===== config.mk =====
export PLATFORM = sky130hd
export DESIGN_NAME = gtech_cell_bist
export DESIGN_NICKNAME = d
export VERILOG_FILES = /design/src/rtl/gtech_bist_pkg.sv /design/src/rtl/gtech_misr.sv /design/src/rtl/gtech_cell_bist.sv
export SDC_FILE = /design/constraint.sdc
export NUM_CORES = 1
export LEC_CHECK = 0
export BUFFER_PORTS_ARGS = -buffer_cell sky130_fd_sc_hd__buf_2
export CORE_MARGIN = 4
export CORE_UTILIZATION = 25
export DETAILED_ROUTE_END_ITERATION = 8
export HOLD_SLACK_MARGIN = 0.1
export PLACE_DENSITY = 0.52
export RECOVER_POWER = 25
export SYNTH_ARGS = -nofsm -noshare
export SYNTH_HDL_FRONTEND = slang
export SYNTH_HIERARCHICAL = 1
export SYNTH_SLANG_ARGS = --single-unit

===== constraint.sdc =====
create_clock -name CP -period 1.91 [get_ports CP]
set_input_delay 0 -clock CP [delete_from_list [all_inputs] [get_ports CP]]
set_output_delay 0 -clock CP [all_outputs]
set_load 0.05 [all_outputs]

===== src/rtl/gtech_bist_pkg.sv =====
// Shared types, defaults and the MISR step function for the GTECH cell BIST.
package gtech_bist_pkg;

    localparam int unsigned MAX_W = 32;

    localparam logic [15:0] DEF_POLY   = 16'h1021;
    localparam logic [15:0] DEF_SEED   = 16'hFFFF;
    localparam logic [15:0] DEF_GOLDEN = 16'h0E11;

    typedef enum logic [1:0] {
        S_IDLE = 2'd0,
        S_RUN  = 2'd1,
        S_DONE = 2'd2
    } state_e;

    // One MISR shift: shift left, fold in POLY when the MSB falls off, XOR in the response.
    // Operands are carried at MAX_W and masked down to the live width.
    function automatic logic [MAX_W-1:0] misr_step(
        input logic [MAX_W-1:0] sig,
        input logic [MAX_W-1:0] resp,
        input logic [MAX_W-1:0] poly,
        input int unsigned      width
    );
        logic [MAX_W-1:0] mask;
        logic [MAX_W-1:0] nxt;
        logic             msb;
        mask = (width >= MAX_W) ? '1 : ((MAX_W'(1) << width) - MAX_W'(1));
        msb  = |((sig >> (width - 1)) & MAX_W'(1));
        nxt  = (sig << 1) ^ (msb ? poly : '0) ^ resp;
        return nxt & mask;
    endfunction

endpackage


===== src/rtl/gtech_misr.sv =====
// Multiple-input signature register compacting the cell-under-test response.
module gtech_misr
    import gtech_bist_pkg::*;
#(
    parameter int unsigned      SIG_W = 16,
    parameter int unsigned      N_OUT = 1,
    parameter logic [SIG_W-1:0] POLY  = SIG_W'(DEF_POLY),
    parameter logic [SIG_W-1:0] SEED  = SIG_W'(DEF_SEED)
) (
    input  logic             CP,
    input  logic             CD,
    input  logic             CLR,
    input  logic             EN,
    input  logic [N_OUT-1:0] RESP,
    output logic [SIG_W-1:0] SIG
);

    logic [SIG_W-1:0] r_sig;
    logic [SIG_W-1:0] w_sig_next;

    assign w_sig_next = SIG_W'(misr_step(MAX_W'(r_sig), MAX_W'(RESP), MAX_W'(POLY), SIG_W));

    // Signature register: seed on reset or clear, advance one step per enabled cycle.
    always_ff @(posedge CP or negedge CD) begin
        if (!CD) begin
            r_sig <= SEED;
        end else if (CLR) begin
            r_sig <= SEED;
        end else if (EN) begin
            r_sig <= w_sig_next;
        end
    end

    assign SIG = r_sig;

endmodule


===== src/rtl/gtech_cell_bist.sv =====
// Exhaustive-pattern BIST harness for a single GTECH combinational cell.
module gtech_cell_bist
    import gtech_bist_pkg::*;
#(
    parameter int unsigned      N_IN   = 2,
    parameter int unsigned      N_OUT  = 1,
    parameter int unsigned      SIG_W  = 16,
    parameter logic [SIG_W-1:0] POLY   = SIG_W'(DEF_POLY),
    parameter logic [SIG_W-1:0] SEED   = SIG_W'(DEF_SEED),
    parameter logic [SIG_W-1:0] GOLDEN = SIG_W'(DEF_GOLDEN)
) (
    input  logic             CP,
    input  logic             CD,
    input  logic             START,
    output logic [N_IN-1:0]  STIM,
    input  logic [N_OUT-1:0] RESP,
    output logic             BUSY,
    output logic             DONE,
    output logic             PASS,
    output logic [SIG_W-1:0] SIG
);

    localparam int unsigned     CNT_W    = N_IN + 1;
    localparam logic [CNT_W-1:0] LAST_PAT = CNT_W'((1 << N_IN) - 1);

    state_e           r_state;
    logic [CNT_W-1:0] r_cnt;
    logic [N_IN-1:0]  r_stim;
    logic             r_busy;
    logic             r_done;
    logic             r_pass;

    logic             w_clr;
    logic             w_en;
    logic [SIG_W-1:0] w_sig;
    logic [SIG_W-1:0] w_sig_next;

    // A new run may only be launched from IDLE or DONE; the MISR advances only in RUN.
    assign w_clr = START && (r_state != S_RUN);
    assign w_en  = (r_state == S_RUN);

    // Signature the MISR will hold after this edge, needed to grade the final capture.
    assign w_sig_next = SIG_W'(misr_step(MAX_W'(w_sig), MAX_W'(RESP), MAX_W'(POLY), SIG_W));

    gtech_misr #(
        .SIG_W (SIG_W),
        .N_OUT (N_OUT),
        .POLY  (POLY),
        .SEED  (SEED)
    ) u_misr (
        .CP   (CP),
        .CD   (CD),
        .CLR  (w_clr),
        .EN   (w_en),
        .RESP (RESP),
        .SIG  (w_sig)
    );

    // Sequencer: launch, walk all 2^N_IN patterns, then grade and hold the verdict.
    always_ff @(posedge CP or negedge CD) begin
        if (!CD) begin
            r_state <= S_IDLE;
            r_cnt   <= '0;
            r_stim  <= '0;
            r_busy  <= 1'b0;
            r_done  <= 1'b0;
            r_pass  <= 1'b0;
        end else begin
            unique case (r_state)
                S_IDLE, S_DONE: begin
                    if (START) begin
                        r_state <= S_RUN;
                        r_cnt   <= '0;
                        r_stim  <= '0;
                        r_busy  <= 1'b1;
                        r_done  <= 1'b0;
                        r_pass  <= 1'b0;
                    end
                end
                S_RUN: begin
                    r_stim <= r_stim + N_IN'(1);
                    r_cnt  <= r_cnt + CNT_W'(1);
                    if (r_cnt == LAST_PAT) begin
                        r_state <= S_DONE;
                        r_busy  <= 1'b0;
                        r_done  <= 1'b1;
                        r_pass  <= (w_sig_next == GOLDEN);
                    end
                end
                default: begin
                    r_state <= S_IDLE;
                end
            endcase
        end
    end

    assign STIM = r_stim;
    assign BUSY = r_busy;
    assign DONE = r_done;
    assign PASS = r_pass;
    assign SIG  = w_sig;

endmodule


Yosys cells after proc, flatten, opt, wreduce, memory -nomap -nowiden. Cells that the tools add are included.

$add $sub $neg: 2. Equal/unequal tests: 7. Multiplexer cells: 18. Bitwise logic cells: 2. Reduce and logical (&&, ||, !) cells: 8.

Operator list (number): two-way mux 16 bit (2); == test 16 x 12 -> 1 bit (second input constant) (1); XOR 16 x 1 -> 16 bit (1); XOR 16 x 13 -> 16 bit (1); two-way mux 13 bit (1); case mux 2 bit (2 select lines) (2); two-way mux 2 bit (3); case mux 1 bit (2 select lines) (3); case mux 3 bit (2 select lines) (1); two-way mux 1 bit (5); != test 2 bit (second input constant) (2); AND reduction 2 bit (2); nonzero test 2 bit (2); adder 3 x 1 -> 3 bit (second input constant) (1); == test 3 x 2 -> 1 bit (second input constant) (1); two-way mux 3 bit (1); AND reduction 3 bit (1); adder 2 x 1 -> 2 bit (second input constant) (1); == test 2 x 1 -> 1 bit (second input constant) (1); == test 2 bit (second input constant) (1); logical NOT 2 bit (1); != test 2 x 1 -> 1 bit (second input constant) (1); OR reduction 2 bit (1); logical AND 1 bit (1).

Flip-flop bits (word level): 26. Input bits: 4. Output and inout port bits: 21. Logic and storage cells: 44.

Depth between registers and ports, before layout. Gate-level depths: netlist of run 1.

Word-level depth: 6. Mapped depth: 6. Depth with buffers taken out: 5.

Hierarchy. Netlist of run 1, hierarchy kept.

Modules (own cells, without submodules): gtech_misr (instances 1, cells an instance 57, area an instance 718.2 um^2, sequential area each 420.4 um^2); gtech_cell_bist (instances 1, cells an instance 56, area an instance 568.0 um^2, sequential area each 250.2 um^2).

Worst setup path after synthesis of run 1. OpenSTA, ideal clock, no wires.

Path kind: reg2reg. From: reg r_state[1]. To: reg u_misr.r_sig[13], in the netlist u_misr/SIG[13]. Setup time: 0.082 ns. Arrival: 1.237 ns. Required time: 1.828 ns. Setup slack: 0.591 ns. Cell stages (with the launch flop): 7. Path buffers: 3. Period minus slack after synthesis: 1.319 ns. Path through: dfrtp_1 -> buf_6 -> nor2b_4 -> nor2b_1 -> buf_2 -> buf_2 -> a211o_1.

Elaborated cells between the ends (all ways): 5. Classes of those cells: eq/ne: 2; mux: 1; reduce/logical: 2.

RTL lines: start, declared (line gtech_cell_bist.sv:26) `state_e r_state;`; start signal, assigned (line gtech_cell_bist.sv:62) `r_state <= S_IDLE;`; start signal, assigned (line gtech_cell_bist.sv:72) `r_state <= S_RUN;`; start signal, assigned (line gtech_cell_bist.sv:84) `r_state <= S_DONE;`; == test 2 x 1 -> 1 bit (line gtech_cell_bist.sv:40) `assign w_en = (r_state == S_RUN);`; named net w_en (line gtech_cell_bist.sv:34) `logic w_en;`; nonzero test 2 bit (no source line); end signal, assigned (line gtech_misr.sv:30) `r_sig <= w_sig_next;`; end, declared (line gtech_misr.sv:18) `logic [SIG_W-1:0] r_sig;`.

The timed path passes the listed nets, and every way through them passes these cells. A chain may end at the register's enable or synchronous reset.

Worst setup path in the final report of run 1.
From: reg r_state[0]. To: reg u_misr.r_sig[5], in the netlist u_misr/SIG[5].

The elaborated chain is that of the path after synthesis.

==> impl_metrics.env, run 1 <==
export IMPL_track_usage_pct=8.871
export IMPL_wire_per_inst_um=12.81
export IMPL_nets=147
export IMPL_setup_viol_count_final=0
export IMPL_status="completed"
export IMPL_synth_area_leaders="dfstp_2 (33%), dfrtp_1 (19%), a211o_1 (8.9%)"
export IMPL_rsz0062_at_grt="false"
export IMPL_drcViolationCount=0
export IMPL_clock_fmax_ghz=0.6550
export IMPL_final_util_pct=31.72
export IMPL_first_pass_iters=4
export IMPL_cp_data_arrival_time_ns=1.72
export IMPL_netlist_area_mm2=0.001286
export IMPL_reg2reg_depth=4
export IMPL_cts_tree="done"
export IMPL_clk_pin_slew_worst_paths_ns=0.09
export IMPL_timing_slew_headroom_pct=8.342
export IMPL_core_area_mm2=0.004848
export IMPL_fp_row_count=25
export IMPL_root_buffer="clkbuf_8"
export IMPL_layout_common_cells="buf_2 (23), nor2b_1 (17), dfstp_2 (16), a211o_1 (13), dfrtp_1 (10)"
export IMPL_tns_ns=0
export IMPL_die_y_um=79.73
export IMPL_fin_skew_ns=0.002438
export IMPL_dieArea_mm2=0.006357
export IMPL_cp_end_kind="flop"
export IMPL_clk_path_buf_depth=2
export IMPL_drv_slew=0
export IMPL_ys_ff_latch=26
export IMPL_drtIter0Drc=32
export IMPL_yosysWarnings=6
export IMPL_fin_crit_ns=1.527
export IMPL_postCtsSetupBuffers=0
export IMPL_cts_htree_levels=1
export IMPL_cts_sinks=26
export IMPL_yosys_area_top_type_share_pct=32.68
export IMPL_seq_area_frac_synth_pct=52.14
export IMPL_grt_pass1_wl_mm=4.485
export IMPL_grt_overflow_total=0
export IMPL_hp_class="flop to flop"
export IMPL_viasPerCell=4.507
export IMPL_die_width_um=79.73
export IMPL_layout_commonest_cell="buf_2"
export IMPL_via_count=933
export IMPL_hold_violations=0
export IMPL_cp_required_ns=2.11
export IMPL_portBuffers=24
export IMPL_io_pins=25
export IMPL_drive_gt1_share_pct=35.00
export IMPL_syn_num_nets=119
export IMPL_fin_cells=207
export IMPL_synthCells=113
export IMPL_routed_wl_mm=2.651
export IMPL_crit_fanout=33
export IMPL_yosysTopAreaCell="dfstp_2"
export IMPL_critPathLaunchType="flop"
export IMPL_crit_type="flop to flop"
export IMPL_numCtsBuffers=3
export IMPL_area_growth_pct=19.55
export IMPL_hold_ws_ns=0.4844
export IMPL_dp_hpwl_mm=1.876
export IMPL_maxCapViolCount=0
export IMPL_insertion_delay_ns=0.27
export IMPL_fill_cells=516
export IMPL_antenna_found_initial=0
export IMPL_start_util_pct=26.53
export IMPL_syn_avg_cell_area_um2=11.38
export IMPL_worst_pin_slew_ns=1.375
export IMPL_yosysUniqueCellTypes=29
export IMPL_placed_cells=200
export IMPL_grt_pass1_vias=961
export IMPL_worstHoldPathCells=1
export IMPL_fin_crit_sh_pct=79.93
export IMPL_final_antenna_net_count=0
export IMPL_diodes=0
export IMPL_gp_congestion=0.7565
export IMPL_grt_max_degree=34
final timing paths:
check                                       start                        end  slack, ns
max                        r_state[0]$_DFFE_PN0P_  u_misr/SIG[5]$_DFFE_PN1P_       0.38
min                          r_cnt[0]$_DFFE_PN0P_       r_cnt[0]$_DFFE_PN0P_       0.48
max reg2reg                r_state[0]$_DFFE_PN0P_  u_misr/SIG[5]$_DFFE_PN1P_       0.38
min reg2reg                  r_cnt[0]$_DFFE_PN0P_       r_cnt[0]$_DFFE_PN0P_       0.48
max in group asynchronous                      CD        STIM[0]$_DFFE_PN0P_       0.53
min in group asynchronous                      CD           DONE$_DFFE_PN0P_       0.57
registers in the layout, summed over array words and instances, names as in the netlist:
name / flops
u_misr/SIG: 16
STIM: 2
r_cnt: 3
DONE: 1
r_state: 2
BUSY: 1
PASS: 1
layout make-up:
| type | count | area [µm²] | share of cell area (%) |
|---|---|---|---|
| Sequential cell | 26 | 670.6 | 43.61 |
| Multi-Input combinational cell | 76 | 541.8 | 35.23 |
| Timing Repair Buffer | 30 | 171.4 | 11.15 |
| Tap cell | 67 | 83.83 | 5.452 |
| Clock buffer | 4 | 55.05 | 3.580 |
| Inverter | 4 | 15.01 | 0.9764 |
worst max-delay path, cell delays in order, from the launching register on:
cell and delay (ns):
dfrtp_1 0.55, nor2b_4 0.22, buf_4 0.31, nor2b_1 0.27
a21oi_1 0.11
what timing repair did:
item | CTS | global route
hold endpoints to repair | 15 | 0
gates resized for setup | 0 | 0
hold buffers | 3 | 0
Yosys cell counts (all sizes together):
cell type,number
nand2,2
and4b,1
a31o,1
a211o,13
a22o,2
nor2b,18
a21oi,5
mux2,1
nor3,3
nor4b,3
o21ai,6
nand4,1
dfstp,16
inv,4
buf,7
xnor2,4
o21bai,1
nor3b,1
nor2,3
o211ai,1
nand2b,5
nand3,1
o2111ai,1
ha,2
o31ai,1
dfrtp,10
stage by stage:
step	cell area, µm²	setup WS, ns
after floorplan	1286	0.5909
after global placement	1454	0.4442
after detailed placement	1454	0.3811
after CTS	1539	0.3685
after global routing	1538	0.1929
final	1538	0.3834
per-layer routing:
layer  global-route usage, %  vias up  wire length (µm)
met5                       0        -                 0
met4                   2.027        0                12
met3                   2.370        2               103
met2                   14.44       19              1236
met1                   11.75      458              1298
li1                        -      454                 -
kinds of logic after synthesis:
logic type               synth area share [%]
AO/OA/AOI/OAI                           17.61
XOR/XNOR                                2.723
flip-flops                              52.14
buffers and inverters                   5.738
adder cells (fa/ha/maj)                 1.945
AND/OR/NAND/NOR                         18.68
multiplexers                            1.167
Power of run 1 is left out: the tool's default activity adds up to more than one toggle a clock period on the data nets, which glitch-free logic cannot reach.
==> run 2: changes to the inputs <==
==> constraint.sdc (replaced) <==
create_clock -name CP -period 1.43 [get_ports CP]
set_input_delay 0 -clock CP [delete_from_list [all_inputs] [get_ports CP]]
set_output_delay 0 -clock CP [all_outputs]
set_load 0.05 [all_outputs]
==> run 2 against run 1 <==
Routed wire length rose by 5.5%. First-iteration DRC count rose by 3.1%. Register-to-register slack got worse by 0.24 ns. Worst setup slack got worse by 0.24 ns. Core utilization rose by 0.98 points. Critical path depth fell by 1. Cell count rose by 1.4%. Critical path type unchanged. Highest routed layer unchanged.
==> impl_metrics.env, run 2 (synthesized netlist as in run 1, its figures left out) <==
export IMPL_routed_wl_mm=2.796
export IMPL_fin_crit_ns=1.285
export IMPL_cp_data_arrival_time_ns=1.48
export IMPL_portBuffers=24
export IMPL_crit_chain="nor4b_1 -> o2111ai_1 -> o21ai_0"
export IMPL_start_util_pct=26.53
export IMPL_status="completed"
export IMPL_tns_ns=0
export IMPL_highest_layer="met4"
export IMPL_cts_htree_levels=1
export IMPL_layout_common_cells="buf_2 (23), nor2b_1 (17), dfstp_2 (16), a211o_1 (13), dfrtp_1 (10)"
export IMPL_first_pass_iters=4
export IMPL_final_area_mm2=0.001585
export IMPL_diodes=0
export IMPL_hold_violations=0
export IMPL_worst_pin_slew_ns=0.6356
export IMPL_track_usage_pct=9.229
export IMPL_clock_fmax_ghz=0.7779
export IMPL_cp_end_kind="flop"
export IMPL_drcViolationCount=0
export IMPL_crit_reg2reg_launch="u_misr/SIG[3]$_DFFE_PN1P_"
export IMPL_setup_ws_ns=0.1445
export IMPL_rr_endpoint="PASS$_DFFE_PN0P_"
export IMPL_clk_pin_slew_worst_paths_ns=0.09
export IMPL_path_buf_inv=0
export IMPL_largest_reg_flops=16
export IMPL_cts_tree="done"
export IMPL_grt_overflow_total=0
export IMPL_root_buffer="clkbuf_8"
export IMPL_dp_slack_ns=0.1108
export IMPL_area_growth_pct=23.25
export IMPL_viasPerCell=4.457
export IMPL_crit_type="flop to flop"
export IMPL_met1_length_mm=1.344
export IMPL_maxCapViolCount=0
export IMPL_crit_path_max_incr_delay_ns=0.56
export IMPL_layout_commonest_cell="buf_2"
export IMPL_r2r_setup_slack_ns=0.14
export IMPL_met2WireLength_mm=1.320
export IMPL_cp_required_ns=1.62
export IMPL_reg2reg_depth=3
export IMPL_dp_hpwl_mm=1.996
export IMPL_crit_path_top_delay_cell="dfstp_2"
export IMPL_critPathTopFamily="flip-flops"
export IMPL_core_area_mm2=0.004848
export IMPL_io_pins=25
export IMPL_setup_viol_count_final=0
export IMPL_hold_ws_ns=0.2747
export IMPL_grt_pass1_vias=984
export IMPL_dieArea_mm2=0.006357
export IMPL_hp_class="primary input to async pin"
export IMPL_die_y_um=79.73
export IMPL_final_antenna_net_count=0
export IMPL_insertion_delay_ns=0.27
export IMPL_via_count=936
export IMPL_clk_path_buf_depth=2
export IMPL_timing_slew_headroom_pct=57.63
export IMPL_crit_fanout=4
export IMPL_grt_pass1_wl_mm=4.733
export IMPL_post_dp_cell_area_mm2=0.001481
export IMPL_drtIter0Drc=33
export IMPL_antenna_found_initial=0
export IMPL_nets=150
export IMPL_critPathLaunchType="flop"
export IMPL_grt_max_degree=30
export IMPL_cts_sinks=26
export IMPL_die_width_um=79.73
export IMPL_drive_gt1_share_pct=37.06
export IMPL_wire_per_inst_um=13.31
export IMPL_gp_congestion=0.7207
export IMPL_fin_skew_ns=0.001692
export IMPL_wl_met3_um=127
export IMPL_rsz0062_at_grt="false"
export IMPL_numCtsBuffers=3
export IMPL_drv_slew=0
export IMPL_fill_cells=513
export IMPL_fp_row_count=25
export IMPL_fin_crit_sh_pct=89.89
-- run 2: final cells by class --
type	count	area (µm²)	area share, %
multi-input cells	76	541.8	34.18
repair buffers	33	207.7	13.10
well taps	67	83.83	5.288
flip-flops and latches	26	670.6	42.30
inverters	4	15.01	0.9471
clock buffers	4	66.31	4.183
-- run 2: worst max-delay path by stage --
stage                                    from                         end  slack [ns]  cells past startpoint
floorplan              r_state[1]$_DFFE_PN0P_  u_misr/SIG[13]$_DFFE_PN1P_        0.11                      6
global placement    u_misr/SIG[3]$_DFFE_PN1P_            PASS$_DFFE_PN0P_        0.17                      3
detailed placement       r_cnt[0]$_DFFE_PN0P_            DONE$_DFFE_PN0P_        0.11                      5
CTS                      r_cnt[0]$_DFFE_PN0P_            DONE$_DFFE_PN0P_         0.1                      5
global route        u_misr/SIG[3]$_DFFE_PN1P_            PASS$_DFFE_PN0P_        0.01                      3
finish              u_misr/SIG[3]$_DFFE_PN1P_            PASS$_DFFE_PN0P_        0.14                      3
-- run 2: per-stage QoR --
stage                     util, %  std cells
final                       32.70        210
after global routing        32.70        210
after CTS                   32.54        209
after detailed placement    30.55        202
after global placement      30.55        202
after floorplan                 -        113
-- run 2: timing repair --
action | in CTS | in global routing
hold buffers | 3 | 0
resized for setup | 0 | 2
hold endpoints to repair | 15 | 0
setup buffers | 0 | 1
endpoints found under the setup margin | 0 | 1
-- run 2: layer usage --
metal | GRT usage (%) | up-vias
met1 | 12.11 | 455
li1 | - | 458
met5 | 0 | -
met3 | 2.483 | 2
met2 | 15.94 | 21
met4 | 0.5068 | 0
-- run 2: worst reg2reg max path: cells and delay by family, from the launching register on --
family             cells  cell delay [ns]
DFF                    1             0.56
AOI/OAI and AO/OA      2             0.35
and+or+nand+nor        1             0.31
Power of run 2 is left out for the same reason.
